**src/rtl/adder_scoreboard_if.sv**
```systemverilog
// Transaction and status bundle between the adder monitor side and adder_scoreboard.
interface adder_scoreboard_if #(
  parameter int unsigned WIDTH = 4,
  parameter int unsigned DEPTH = 8,
  parameter int unsigned CNT_W = 16
);
  logic                       in_valid;
  logic [WIDTH-1:0]           a;
  logic [WIDTH-1:0]           b;
  logic                       out_valid;
  logic [WIDTH:0]             c;
  logic [CNT_W-1:0]           pass_cnt;
  logic [CNT_W-1:0]           fail_cnt;
  logic                       mismatch;
  logic                       overflow;
  logic                       underflow;
  logic                       timeout;
  logic [$clog2(DEPTH):0]     pending;
  logic [WIDTH:0]             last_exp;
  logic [WIDTH:0]             last_got;
  logic                       busy;

  modport master (
    output in_valid, a, b, out_valid, c,
    input  pass_cnt, fail_cnt, mismatch, overflow, underflow, timeout,
    input  pending, last_exp, last_got, busy
  );

  modport slave (
    input  in_valid, a, b, out_valid, c,
    output pass_cnt, fail_cnt, mismatch, overflow, underflow, timeout,
    output pending, last_exp, last_got, busy
  );
endinterface

```
**src/rtl/adder_scoreboard.sv**
```systemverilog
// In-order scoreboard for an adder: predicts a+b per transaction, compares results against a FIFO.
// Define SB_TIMEOUT_EN to discard head entries that wait MAX_LAT cycles without a result.
module adder_scoreboard #(
  parameter int unsigned WIDTH   = 4,
  parameter int unsigned DEPTH   = 8,
  parameter int unsigned CNT_W   = 16,
  parameter int unsigned MAX_LAT = 15
) (
  input logic              clk,
  input logic              rst,
  adder_scoreboard_if.slave sb
);
  localparam int unsigned PtrW = $clog2(DEPTH);
  localparam int unsigned OccW = PtrW + 1;

  typedef enum logic [1:0] {StIdle, StBusy, StErr} state_e;

  logic [WIDTH:0]   mem_q [DEPTH];
  logic [PtrW-1:0]  wr_ptr_q, rd_ptr_q;
  logic [OccW-1:0]  cnt_q, cnt_d;
  logic [CNT_W-1:0] pass_q, pass_d, fail_q, fail_d;
  logic             mismatch_q, overflow_q, overflow_d, underflow_q, underflow_d;
  logic             timeout_q, timeout_d;
  logic [WIDTH:0]   last_exp_q, last_got_q;
  state_e           state_q, state_d;

  logic             empty, full, pop, drop, push, match, to_ev;
  logic [WIDTH:0]   exp_sum, head;

`ifdef SB_TIMEOUT_EN
  localparam int unsigned AgeW = $clog2(MAX_LAT + 1);
  logic [AgeW-1:0]  age_q, age_d;
`endif

  assign head    = mem_q[rd_ptr_q];
  assign exp_sum = {1'b0, sb.a} + {1'b0, sb.b};

  always_comb begin
    empty = (cnt_q == '0);
    full  = (cnt_q == OccW'(DEPTH));
    pop   = sb.out_valid && !empty;
    match = (sb.c == head);
`ifdef SB_TIMEOUT_EN
    // A result landing on the expiry edge wins over the timeout.
    to_ev = !empty && !pop && (age_q == AgeW'(MAX_LAT - 1));
    age_d = (empty || pop || to_ev) ? '0 : age_q + AgeW'(1);
`else
    to_ev = 1'b0;
`endif
    drop        = pop || to_ev;
    push        = sb.in_valid && (!full || drop);
    cnt_d       = cnt_q + OccW'(push) - OccW'(drop);
    overflow_d  = overflow_q || (sb.in_valid && full && !drop);
    underflow_d = underflow_q || (sb.out_valid && empty);
    timeout_d   = timeout_q || to_ev;
    pass_d      = pass_q;
    fail_d      = fail_q;
    if (pop && match && (pass_q != '1)) pass_d = pass_q + CNT_W'(1);
    if (((pop && !match) || to_ev) && (fail_q != '1)) fail_d = fail_q + CNT_W'(1);
    if (overflow_d || underflow_d || timeout_d) state_d = StErr;
    else if (cnt_d != '0)                         state_d = StBusy;
    else                                          state_d = StIdle;
  end

  always_ff @(posedge clk or posedge rst) begin
    if (rst) begin
      for (int i = 0; i < DEPTH; i++) mem_q[i] <= '0;
      wr_ptr_q    <= '0;
      rd_ptr_q    <= '0;
      cnt_q       <= '0;
      pass_q      <= '0;
      fail_q      <= '0;
      mismatch_q  <= 1'b0;
      overflow_q  <= 1'b0;
      underflow_q <= 1'b0;
      timeout_q   <= 1'b0;
      last_exp_q  <= '0;
      last_got_q  <= '0;
      state_q     <= StIdle;
`ifdef SB_TIMEOUT_EN
      age_q       <= '0;
`endif
    end else begin
      if (push) begin
        mem_q[wr_ptr_q] <= exp_sum;
        wr_ptr_q        <= wr_ptr_q + PtrW'(1);
      end
      if (drop) rd_ptr_q <= rd_ptr_q + PtrW'(1);
      if (pop) begin
        last_exp_q <= head;
        last_got_q <= sb.c;
      end
      cnt_q       <= cnt_d;
      pass_q      <= pass_d;
      fail_q      <= fail_d;
      mismatch_q  <= pop && !match;
      overflow_q  <= overflow_d;
      underflow_q <= underflow_d;
      timeout_q   <= timeout_d;
      state_q     <= state_d;
`ifdef SB_TIMEOUT_EN
      age_q       <= age_d;
`endif
    end
  end

  assign sb.pass_cnt  = pass_q;
  assign sb.fail_cnt  = fail_q;
  assign sb.mismatch  = mismatch_q;
  assign sb.overflow  = overflow_q;
  assign sb.underflow = underflow_q;
  assign sb.timeout   = timeout_q;
  assign sb.pending   = cnt_q;
  assign sb.last_exp  = last_exp_q;
  assign sb.last_got  = last_got_q;
  assign sb.busy      = (state_q != StIdle);
endmodule

```
**src/flat_wrapper.sv**
```systemverilog
// flat-port wrapper written by rule: the top's interface ports become plain ports
module adder_scoreboard_flat 
#(
  parameter int unsigned WIDTH   = 4,
  parameter int unsigned DEPTH   = 8,
  parameter int unsigned CNT_W   = 16,
  parameter int unsigned MAX_LAT = 15
)
  (clk, rst, sb_in_valid, sb_a, sb_b, sb_out_valid, sb_c, sb_pass_cnt, sb_fail_cnt, sb_mismatch, sb_overflow, sb_underflow, sb_timeout, sb_pending, sb_last_exp, sb_last_got, sb_busy);
  adder_scoreboard_if #(.WIDTH(WIDTH), .DEPTH(DEPTH), .CNT_W(CNT_W)) sb_i ();
  input logic clk;
  input logic rst;
  input wire logic [$bits(sb_i.in_valid)-1:0] sb_in_valid;
  input wire logic [$bits(sb_i.a)-1:0] sb_a;
  input wire logic [$bits(sb_i.b)-1:0] sb_b;
  input wire logic [$bits(sb_i.out_valid)-1:0] sb_out_valid;
  input wire logic [$bits(sb_i.c)-1:0] sb_c;
  output wire logic [$bits(sb_i.pass_cnt)-1:0] sb_pass_cnt;
  output wire logic [$bits(sb_i.fail_cnt)-1:0] sb_fail_cnt;
  output wire logic [$bits(sb_i.mismatch)-1:0] sb_mismatch;
  output wire logic [$bits(sb_i.overflow)-1:0] sb_overflow;
  output wire logic [$bits(sb_i.underflow)-1:0] sb_underflow;
  output wire logic [$bits(sb_i.timeout)-1:0] sb_timeout;
  output wire logic [$bits(sb_i.pending)-1:0] sb_pending;
  output wire logic [$bits(sb_i.last_exp)-1:0] sb_last_exp;
  output wire logic [$bits(sb_i.last_got)-1:0] sb_last_got;
  output wire logic [$bits(sb_i.busy)-1:0] sb_busy;
  assign sb_i.in_valid = sb_in_valid;
  assign sb_i.a = sb_a;
  assign sb_i.b = sb_b;
  assign sb_i.out_valid = sb_out_valid;
  assign sb_i.c = sb_c;
  assign sb_pass_cnt = sb_i.pass_cnt;
  assign sb_fail_cnt = sb_i.fail_cnt;
  assign sb_mismatch = sb_i.mismatch;
  assign sb_overflow = sb_i.overflow;
  assign sb_underflow = sb_i.underflow;
  assign sb_timeout = sb_i.timeout;
  assign sb_pending = sb_i.pending;
  assign sb_last_exp = sb_i.last_exp;
  assign sb_last_got = sb_i.last_got;
  assign sb_busy = sb_i.busy;
  adder_scoreboard #(.WIDTH(WIDTH), .DEPTH(DEPTH), .CNT_W(CNT_W), .MAX_LAT(MAX_LAT)) u_core (.clk(clk), .rst(rst), .sb(sb_i));
endmodule
```
**config.mk**
```make
export PLATFORM = sky130hd
export DESIGN_NAME = adder_scoreboard_flat
export DESIGN_NICKNAME = d
export VERILOG_FILES = /design/src/rtl/adder_scoreboard_if.sv /design/src/rtl/adder_scoreboard.sv /design/src/flat_wrapper.sv
export SDC_FILE = /design/constraint.sdc
export NUM_CORES = 1
export LEC_CHECK = 0
export BUFFER_PORTS_ARGS = -buffer_cell sky130_fd_sc_hd__buf_2
export CAP_MARGIN = 40
export CORE_MARGIN = 1
export CORE_UTILIZATION = 50
export CTS_CLUSTER_DIAMETER = 200
export DETAILED_ROUTE_END_ITERATION = 8
export PLACE_DENSITY = 0.71
export SETUP_SLACK_MARGIN = 0.05
export SYNTH_ARGS = -nofsm -noshare
export SYNTH_HDL_FRONTEND = slang
export SYNTH_SLANG_ARGS = --single-unit
```
**constraint.sdc**
```tcl
create_clock -name clk -period 4 [get_ports clk]
set_input_delay 1.2 -clock clk [delete_from_list [all_inputs] [get_ports clk]]
set_output_delay 1.2 -clock clk [all_outputs]
set_load 0.01 [all_outputs]
```
==> results of run 1 <==
per-layer routing:
metal / vias to the layer above / global-route usage (%)
li1: 1602 / -
met1: 1633 / 28.3
met2: 58 / 34.3
met3: 12 / 2.62
met4: 0 / 8.27
met5: - / 0
final cells by class:
| type | instances | area share (%) |
|---|---|---|
| Clock buffer | 11 | 2.45 |
| Clock inverter | 5 | 1.50 |
| Timing Repair Buffer | 74 | 7.90 |
| Inverter | 16 | 1.15 |
| Tap cell | 108 | 2.52 |
| Sequential cell | 97 | 45.3 |
| Multi-Input combinational cell | 291 | 39.1 |
logic make-up (layout without fill, tap and decap cells):
logic type | after synthesis | after routing | synth area share [%]
simple gates | 151 | 151 | 15.9
flops | 97 | 97 | 51.8
mux | 47 | 47 | 12.6
compound gates | 39 | 39 | 4.70
xor+xnor | 38 | 38 | 7.10
buf+inv | 32 | 106 | 3.47
fa+ha+maj | 15 | 15 | 4.33
other cells | 1 | 1 | 0.0801
synth_stat cells, types with 2 or more instances:
| cell type | instances | area share (%) |
|---|---|---|
| a21o_1 | 3 | 0.48 |
| a21oi_1 | 12 | 1.3 |
| and3_1 | 7 | 0.93 |
| buf_4 | 2 | 0.32 |
| buf_6 | 3 | 0.72 |
| clkbuf_1 | 8 | 0.64 |
| dfrtp_1 | 97 | 52 |
| fa_1 | 2 | 0.85 |
| ha_1 | 13 | 3.5 |
| inv_1 | 16 | 1.3 |
| mux2_1 | 6 | 1.4 |
| mux2_2 | 21 | 5.0 |
| mux2i_1 | 13 | 2.8 |
| mux4_2 | 6 | 2.9 |
| nand2_1 | 58 | 4.6 |
| nand2b_1 | 4 | 0.53 |
| nand3_1 | 13 | 1.4 |
| nand3b_1 | 4 | 0.64 |
| nand4_1 | 16 | 2.1 |
| nor2_1 | 20 | 1.6 |
| nor3_1 | 8 | 0.85 |
| nor3b_1 | 3 | 0.48 |
| nor4_1 | 5 | 0.67 |
| o21ai_0 | 19 | 2.0 |
| or2_2 | 4 | 0.53 |
| or4_1 | 2 | 0.32 |
| xnor2_1 | 27 | 5.0 |
| xor2_1 | 11 | 2.1 |
power by group through the flow:
stage                     clock, mW  combinational (mW)  sequential [mW]
after floorplan                   0                1.09             1.58
after global placement            0                1.33             1.65
after detailed placement          0                1.40             1.66
after CTS                     0.698                1.40             1.64
after global routing          0.734                1.55             1.69
final                         0.687                1.38             1.64
worst min-delay path by stage:
stage                     depth (start not counted)                    end  slack [ns]                  start
after global routing                              2  u_core.sb.last_got[1]        0.51  u_core.sb.last_got[1]
after floorplan                                   2       u_core.mem_q[14]        0.44       u_core.mem_q[14]
after detailed placement                          2  u_core.sb.last_got[1]        0.46  u_core.sb.last_got[1]
final                                             2  u_core.sb.last_got[1]        0.48  u_core.sb.last_got[1]
after CTS                                         2  u_core.sb.last_got[1]        0.49  u_core.sb.last_got[1]
after global placement                            2  u_core.sb.last_got[2]        0.46  u_core.sb.last_got[2]
flip-flops by register name (all words and copies together), names as in the netlist, 2 cells and up:
register and flops:
u_core.mem_q 40, u_core.sb.fail_cnt 16, u_core.sb.pass_cnt 16, u_core.sb.last_exp 5, u_core.sb.last_got 5, u_core.sb.pending 4
u_core.rd_ptr_q 3, u_core.wr_ptr_q 3, u_core.state_q 2
worst min-delay path: stages (launching register included):
cell,delay (ns)
dfrtp_1,0.35
nand2_1,0.05
nand2_1,0.05
per-stage QoR:
step	cells	power, mW	area, um^2	setup WS (ns)	hold WS [ns]
floorplan	420	2.67	4680	0.266	0.445
global placement	585	2.98	5110	0.818	0.455
detailed placement	586	3.06	5140	0.779	0.464
CTS	602	3.75	5350	0.934	0.487
global route	602	3.97	5350	0.747	0.513
finish	602	3.71	5350	0.945	0.478
==> metrics.cfg, run 1 <==
[run_status]
status = finished clean

[worst_setup_path]
critPathSlowestCell = dfrtp_1
cp_top_family = multiplexers
r2r_start = u_core.rd_ptr_q[0]
crit_arrival_ns = 3.31
end_kind = flop
crit_path_end = u_core.sb.fail_cnt[1]
cp_max_fo = 13
worstSetupStartpoint = u_core.rd_ptr_q[0]
worst-path-stages = 8
critical_path_required_ns = 4.25
r2r_slack_ns = 0.95
r2r_end = u_core.sb.fail_cnt[1]
critical_path.most_common_cell = buf_4
worst_r2r_path_depth = 8
cpPeakStageDelay_ns = 0.66
path_cells = buf_4 > mux2i_1 > mux4_2 > xor2_1 > nand4_1 > buf_4 > nand3_1 > mux2_2
cp_num_buf_inv = 2
path_class = reg -> reg
setup.worst_path.start_class = flop

[pwr]
clkPwrFrac_pct = 18.5
power.net_switching_mw = 1.34
switching_share_pct = 36.1
internal-power_mw = 2.37
powerDensity_nw_per_um2 = 693
ir_drop_mv = 0.260
power_frac_comb_pct = 37.2
pwr-share-seq_pct = 44.3
leakagePower_nw = 2.56

[clocking]
cts_buffers = 9
clk_latency_ns = 0.36
max-clock-path-buffers = 2
ctsHoldBuffers = 0
root_buffer = clkbuf_8
cts_sinks = 97
htree_levels = 3
cts_resized = 0
cts_tree = done
cts_setup_buffers = 0
clkTransAtPathRegs_ns = 0.09

[finish]
layout_common_cells = dfrtp_1, buf_2, nand2_1
final_common_cell = dfrtp_1
syn_to_final_growth_pct = 14.3
fillers = 761
final_nets = 521
multi_input_area_um2 = 2090
regArea_um2 = 2430
diodes = 0
final_util_pct = 60.2
layout-drive-gt1-share_pct = 25.1

[floorplan]
rows = 34
initial_utilization_pct = 52.7
die_x_um = 98.8
core_um2 = 8890
dieArea_um2 = 9760
die_h_um = 98.8
ios = 68

[sta]
rsz0062_at_grt = no
hold_viol = 0
period_share_pct = 76.4
fmax_mhz = 327
max_slew_margin_pct = 49.0
slew_viol_final = 0
setup_viol = 0
skew_ns = 0.00897
finalCriticalPeriod_ns = 3.05
worst_pin_slew_ns = 0.764
finalSetupTns_ns = 0

[global_routing]
overflow = 0
antenna_found_initial = 0
grt_max_degree = 49
grt_usage_pct = 20.9
grt_pass1_wl_mm = 15.9
grt_pass1_vias = 3242

[detailed_routing]
drtIter0Drc = 114
drt-total-wl_mm = 9.34
avgViaCountPerCell = 5.49
wl_per_cell_um = 15.5
wl_met2_mm = 4.53
vias = 3305
top_layer = met4
first_pass_iters = 4
ant_nets = 0
drc = 0
wl_met1_mm = 4.43
wl_met3_um = 242

[yosys]
syn_inst = 420
ys_seq_elements = 97
yosysSeqAreaShare_pct = 51.8
syn-num-nets = 452
ys.flop_type = dfrtp_1
ys_warn_count = 0
synth.distinct_cells = 45
synth-edff-count = 0
syn_area_um2 = 4680
syn-mean-instance-area_um2 = 11.2
async_flop_share_pct = 100

[worst_hold_path]
hp-class = reg -> reg

[placement]
gp_congestion = 0.790
port_buffers = 66
hpwlAfterDp_mm = 6.86

[run]
maxCapViolations = 0

Note: power is estimated with default switching activity, not from simulation.
==> run 2: changes to the inputs <==
--- a/config.mk
+++ b/config.mk
@@ -11,7 +11,7 @@
 export CORE_UTILIZATION = 50
 export CTS_CLUSTER_DIAMETER = 200
 export DETAILED_ROUTE_END_ITERATION = 8
-export PLACE_DENSITY = 0.71
+export PLACE_DENSITY = 0.74
 export SETUP_SLACK_MARGIN = 0.05
 export SYNTH_ARGS = -nofsm -noshare
 export SYNTH_HDL_FRONTEND = slang
==> constraint.sdc (replaced) <==
create_clock -name clk -period 2.6 [get_ports clk]
set_input_delay 0.78 -clock clk [delete_from_list [all_inputs] [get_ports clk]]
set_output_delay 0.78 -clock clk [all_outputs]
set_load 0.01 [all_outputs]
==> run 2 against run 1 <==
Against the previous run: clock skew up 0.0059 ns; first-iteration DRC count is 30% higher; via count is 1.7% higher; core utilization increased by 1.5 points; total power is 55% higher; sequential cell count did not move; combinational power up 69%; largest power group unchanged; worst setup slack lost 0.90 ns; sequential power is 52% higher.
==> metrics.cfg, run 2 (synthesis results as in run 1) <==
[detailed_routing]
ant_nets = 0  ; unchanged
first_pass_iters = 4  ; unchanged
vias = 3362  ; was 3,305
wl_per_cell_um = 14.9  ; was 15.5 um
avgViaCountPerCell = 5.46  ; was 5.49
drt-total-wl_mm = 9.19  ; was 9.34 mm
drtIter0Drc = 148  ; was 114
drc = 0  ; unchanged

[worst_setup_path]
worst-path-stages = 8  ; unchanged
path_cells = buf_12 > mux2i_2 > mux4_2 > xor2_2 > nand4_1 > buf_6 > or4_4 > xnor2_2  ; was buf_4 > mux2i_1 > mux4_2 > xor2_1 > nand4_1 > buf_4 > nand3_1 > mux2_2
critical_path_required_ns = 2.84  ; was 4.25 ns
worst_r2r_path_depth = 8  ; unchanged
cp_top_family = multiplexers  ; unchanged
path_class = reg -> reg  ; unchanged
setup.worst_path.start_class = flop  ; unchanged
critPathSlowestCell = or4_4  ; was dfrtp_1
end_kind = flop  ; unchanged
r2r_slack_ns = 0.04  ; was 0.95 ns
r2r_end = u_core.sb.pass_cnt[5]  ; was u_core.sb.fail_cnt[1]
cp_max_fo = 11  ; was 13
r2r_start = u_core.rd_ptr_q[0]  ; unchanged
cpPeakStageDelay_ns = 0.54  ; was 0.66 ns
crit_arrival_ns = 2.79  ; was 3.31 ns
cp_num_buf_inv = 2  ; unchanged

[finish]
regArea_um2 = 2430  ; about the same
layoutNonFillerInstCount = 616  ; was 602
syn_to_final_growth_pct = 17.2  ; was 14.3%
multi_input_area_um2 = 2140  ; was 2090 um^2
fin_area_um2 = 5490  ; was 5350 um^2
top_register = u_core.mem_q  ; unchanged
layout-drive-gt1-share_pct = 29.5  ; was 25.1%
fillers = 718  ; was 761
diodes = 0  ; unchanged
final_nets = 535  ; was 521
largest_reg_flops = 40  ; unchanged
layout_common_cells = dfrtp_1, buf_2, nand2_1  ; unchanged
final_common_cell = dfrtp_1  ; unchanged

[global_routing]
grt_usage_pct = 20.4  ; was 20.9%
antenna_found_initial = 0  ; unchanged
grt_pass1_vias = 3296  ; was 3,242
overflow = 0  ; unchanged
grt_max_degree = 48  ; was 49
grt_pass1_wl_mm = 15.7  ; was 15.9 mm

[placement]
dpl-instance-area_um2 = 5220  ; was 5140 um^2
hpwlAfterDp_mm = 6.92  ; was 6.86 mm
dpl.cell_count = 596  ; was 586
port_buffers = 66  ; unchanged
gp_congestion = 0.825  ; was 0.790
dp_worst_setup_slack_ns = 0.00757  ; was 0.779 ns

[sta]
period_share_pct = 98.3  ; was 76.4%
hold_viol = 0  ; unchanged
setup_viol = 0  ; unchanged
rsz0062_at_grt = yes  ; was no
worst_pin_slew_ns = 0.606  ; was 0.764 ns
finalCriticalPeriod_ns = 2.56  ; was 3.05 ns
setup_slack_ns = 0.0435  ; was 0.945 ns
max_slew_margin_pct = 59.5  ; was 49.0%
fmax_mhz = 391  ; was 327 MHz
skew_ns = 0.0149  ; was 0.00897 ns
slew_viol_final = 0  ; unchanged

[clocking]
clk_latency_ns = 0.36  ; about the same
max-clock-path-buffers = 2  ; unchanged
clkTransAtPathRegs_ns = 0.10  ; was 0.09 ns
htree_levels = 3  ; unchanged
cts_buffers = 9  ; unchanged
cts_sinks = 97  ; unchanged
cts_tree = done  ; unchanged
root_buffer = clkbuf_8  ; unchanged

[floorplan]
core_um2 = 8890  ; unchanged
die_x_um = 98.8  ; unchanged
rows = 34  ; unchanged
die_h_um = 98.8  ; unchanged
ios = 68  ; unchanged
dieArea_um2 = 9760  ; unchanged
initial_utilization_pct = 52.7  ; unchanged

[run]
maxCapViolations = 0  ; unchanged

[pwr]
leakagePower_nw = 2.63  ; was 2.56 nW
powerDensity_nw_per_um2 = 1050  ; was 693 nW/um^2
ir_drop_mv = 0.411  ; was 0.260 mV

[run_status]
status = finished clean  ; unchanged

[worst_hold_path]
hp-class = in -> async  ; was reg -> reg

[run 2: changes by cell type in the layout (fill, tap and decap cells not counted), sizes merged]
cell / change
inv: +3
clkbuf: -2
clkinv: +1
bufinv: -2
buf: +14
[run 2: cell type report]
cell class              instances  area share, %
clock inverters                 7           1.12
multi-input cells             291           39.0
clock buffers                   9           2.26
inverters                      16           1.16
repair buffers                 88           9.78
flip-flops and latches         97           44.3
well taps                     108           2.46
[run 2: through the flow]
step | setup TNS [ns] | hold slack, ns | util [%] | power [mW]
final | 0 | 0.478 | 61.7 | 5.74
after detailed placement | 0 | 0.462 | 58.8 | 4.78
after global placement | 0 | 0.455 | 58.8 | 4.66
after global routing | -0.174 | 0.507 | 61.7 | 6.16
after floorplan | 0 | 0.445 | - | 4.10
after CTS | 0 | 0.486 | 61.4 | 5.77
[run 2: what timing repair did]
item / CTS / global route
endpoints found under the hold margin: 0 / 0
setup endpoints to repair: 7 / 11
resized for setup: 5 / 6
pin swaps: 1 / 1
buffers inserted: 4 / 0
hold buffers: 0 / 0
[run 2: worst max-delay path by stage]
| stage | end | start |
|---|---|---|
| 6_report | u_core.sb.pass_cnt[5] | u_core.rd_ptr_q[0] |
| 5_1_grt | u_core.sb.pass_cnt[5] | u_core.rd_ptr_q[0] |
| 4_1_cts | u_core.sb.pass_cnt[9] | u_core.rd_ptr_q[0] |
| 3_5_place_dp | u_core.sb.fail_cnt[14] | u_core.rd_ptr_q[0] |
| 3_3_place_gp | u_core.sb.fail_cnt[14] | u_core.rd_ptr_q[0] |
| 2_1_floorplan | u_core.state_q[0] | sb_out_valid |
[run 2: power breakdown]
| part | total, mW | internal [mW] | switching [mW] | leakage, nW |
|---|---|---|---|---|
| Combinational | 2.33 | 1.18 | 1.15 | 1.34 |
| Sequential | 2.49 | 2.06 | 0.428 | 1.21 |
| Clock | 0.919 | 0.366 | 0.553 | 0.0936 |
[run 2: worst reg2reg max path, delay by kind of cell, from the launching register on]
| family | cells | cell delay [ns] |
|---|---|---|
| AND/OR/NAND/NOR | 2 | 0.67 |
| buffers and inverters | 2 | 0.32 |
| flip-flops | 1 | 0.46 |
| multiplexers | 2 | 0.67 |
| XOR/XNOR | 2 | 0.33 |
[run 2: routing by layer]
layer	up-vias	routed length, um	GRT usage (%)
met2	67	4580	33.1
met4	0	96	7.46
met1	1667	4210	27.9
met5	-	0	0
met3	7	311	3.26
li1	1621	-	-
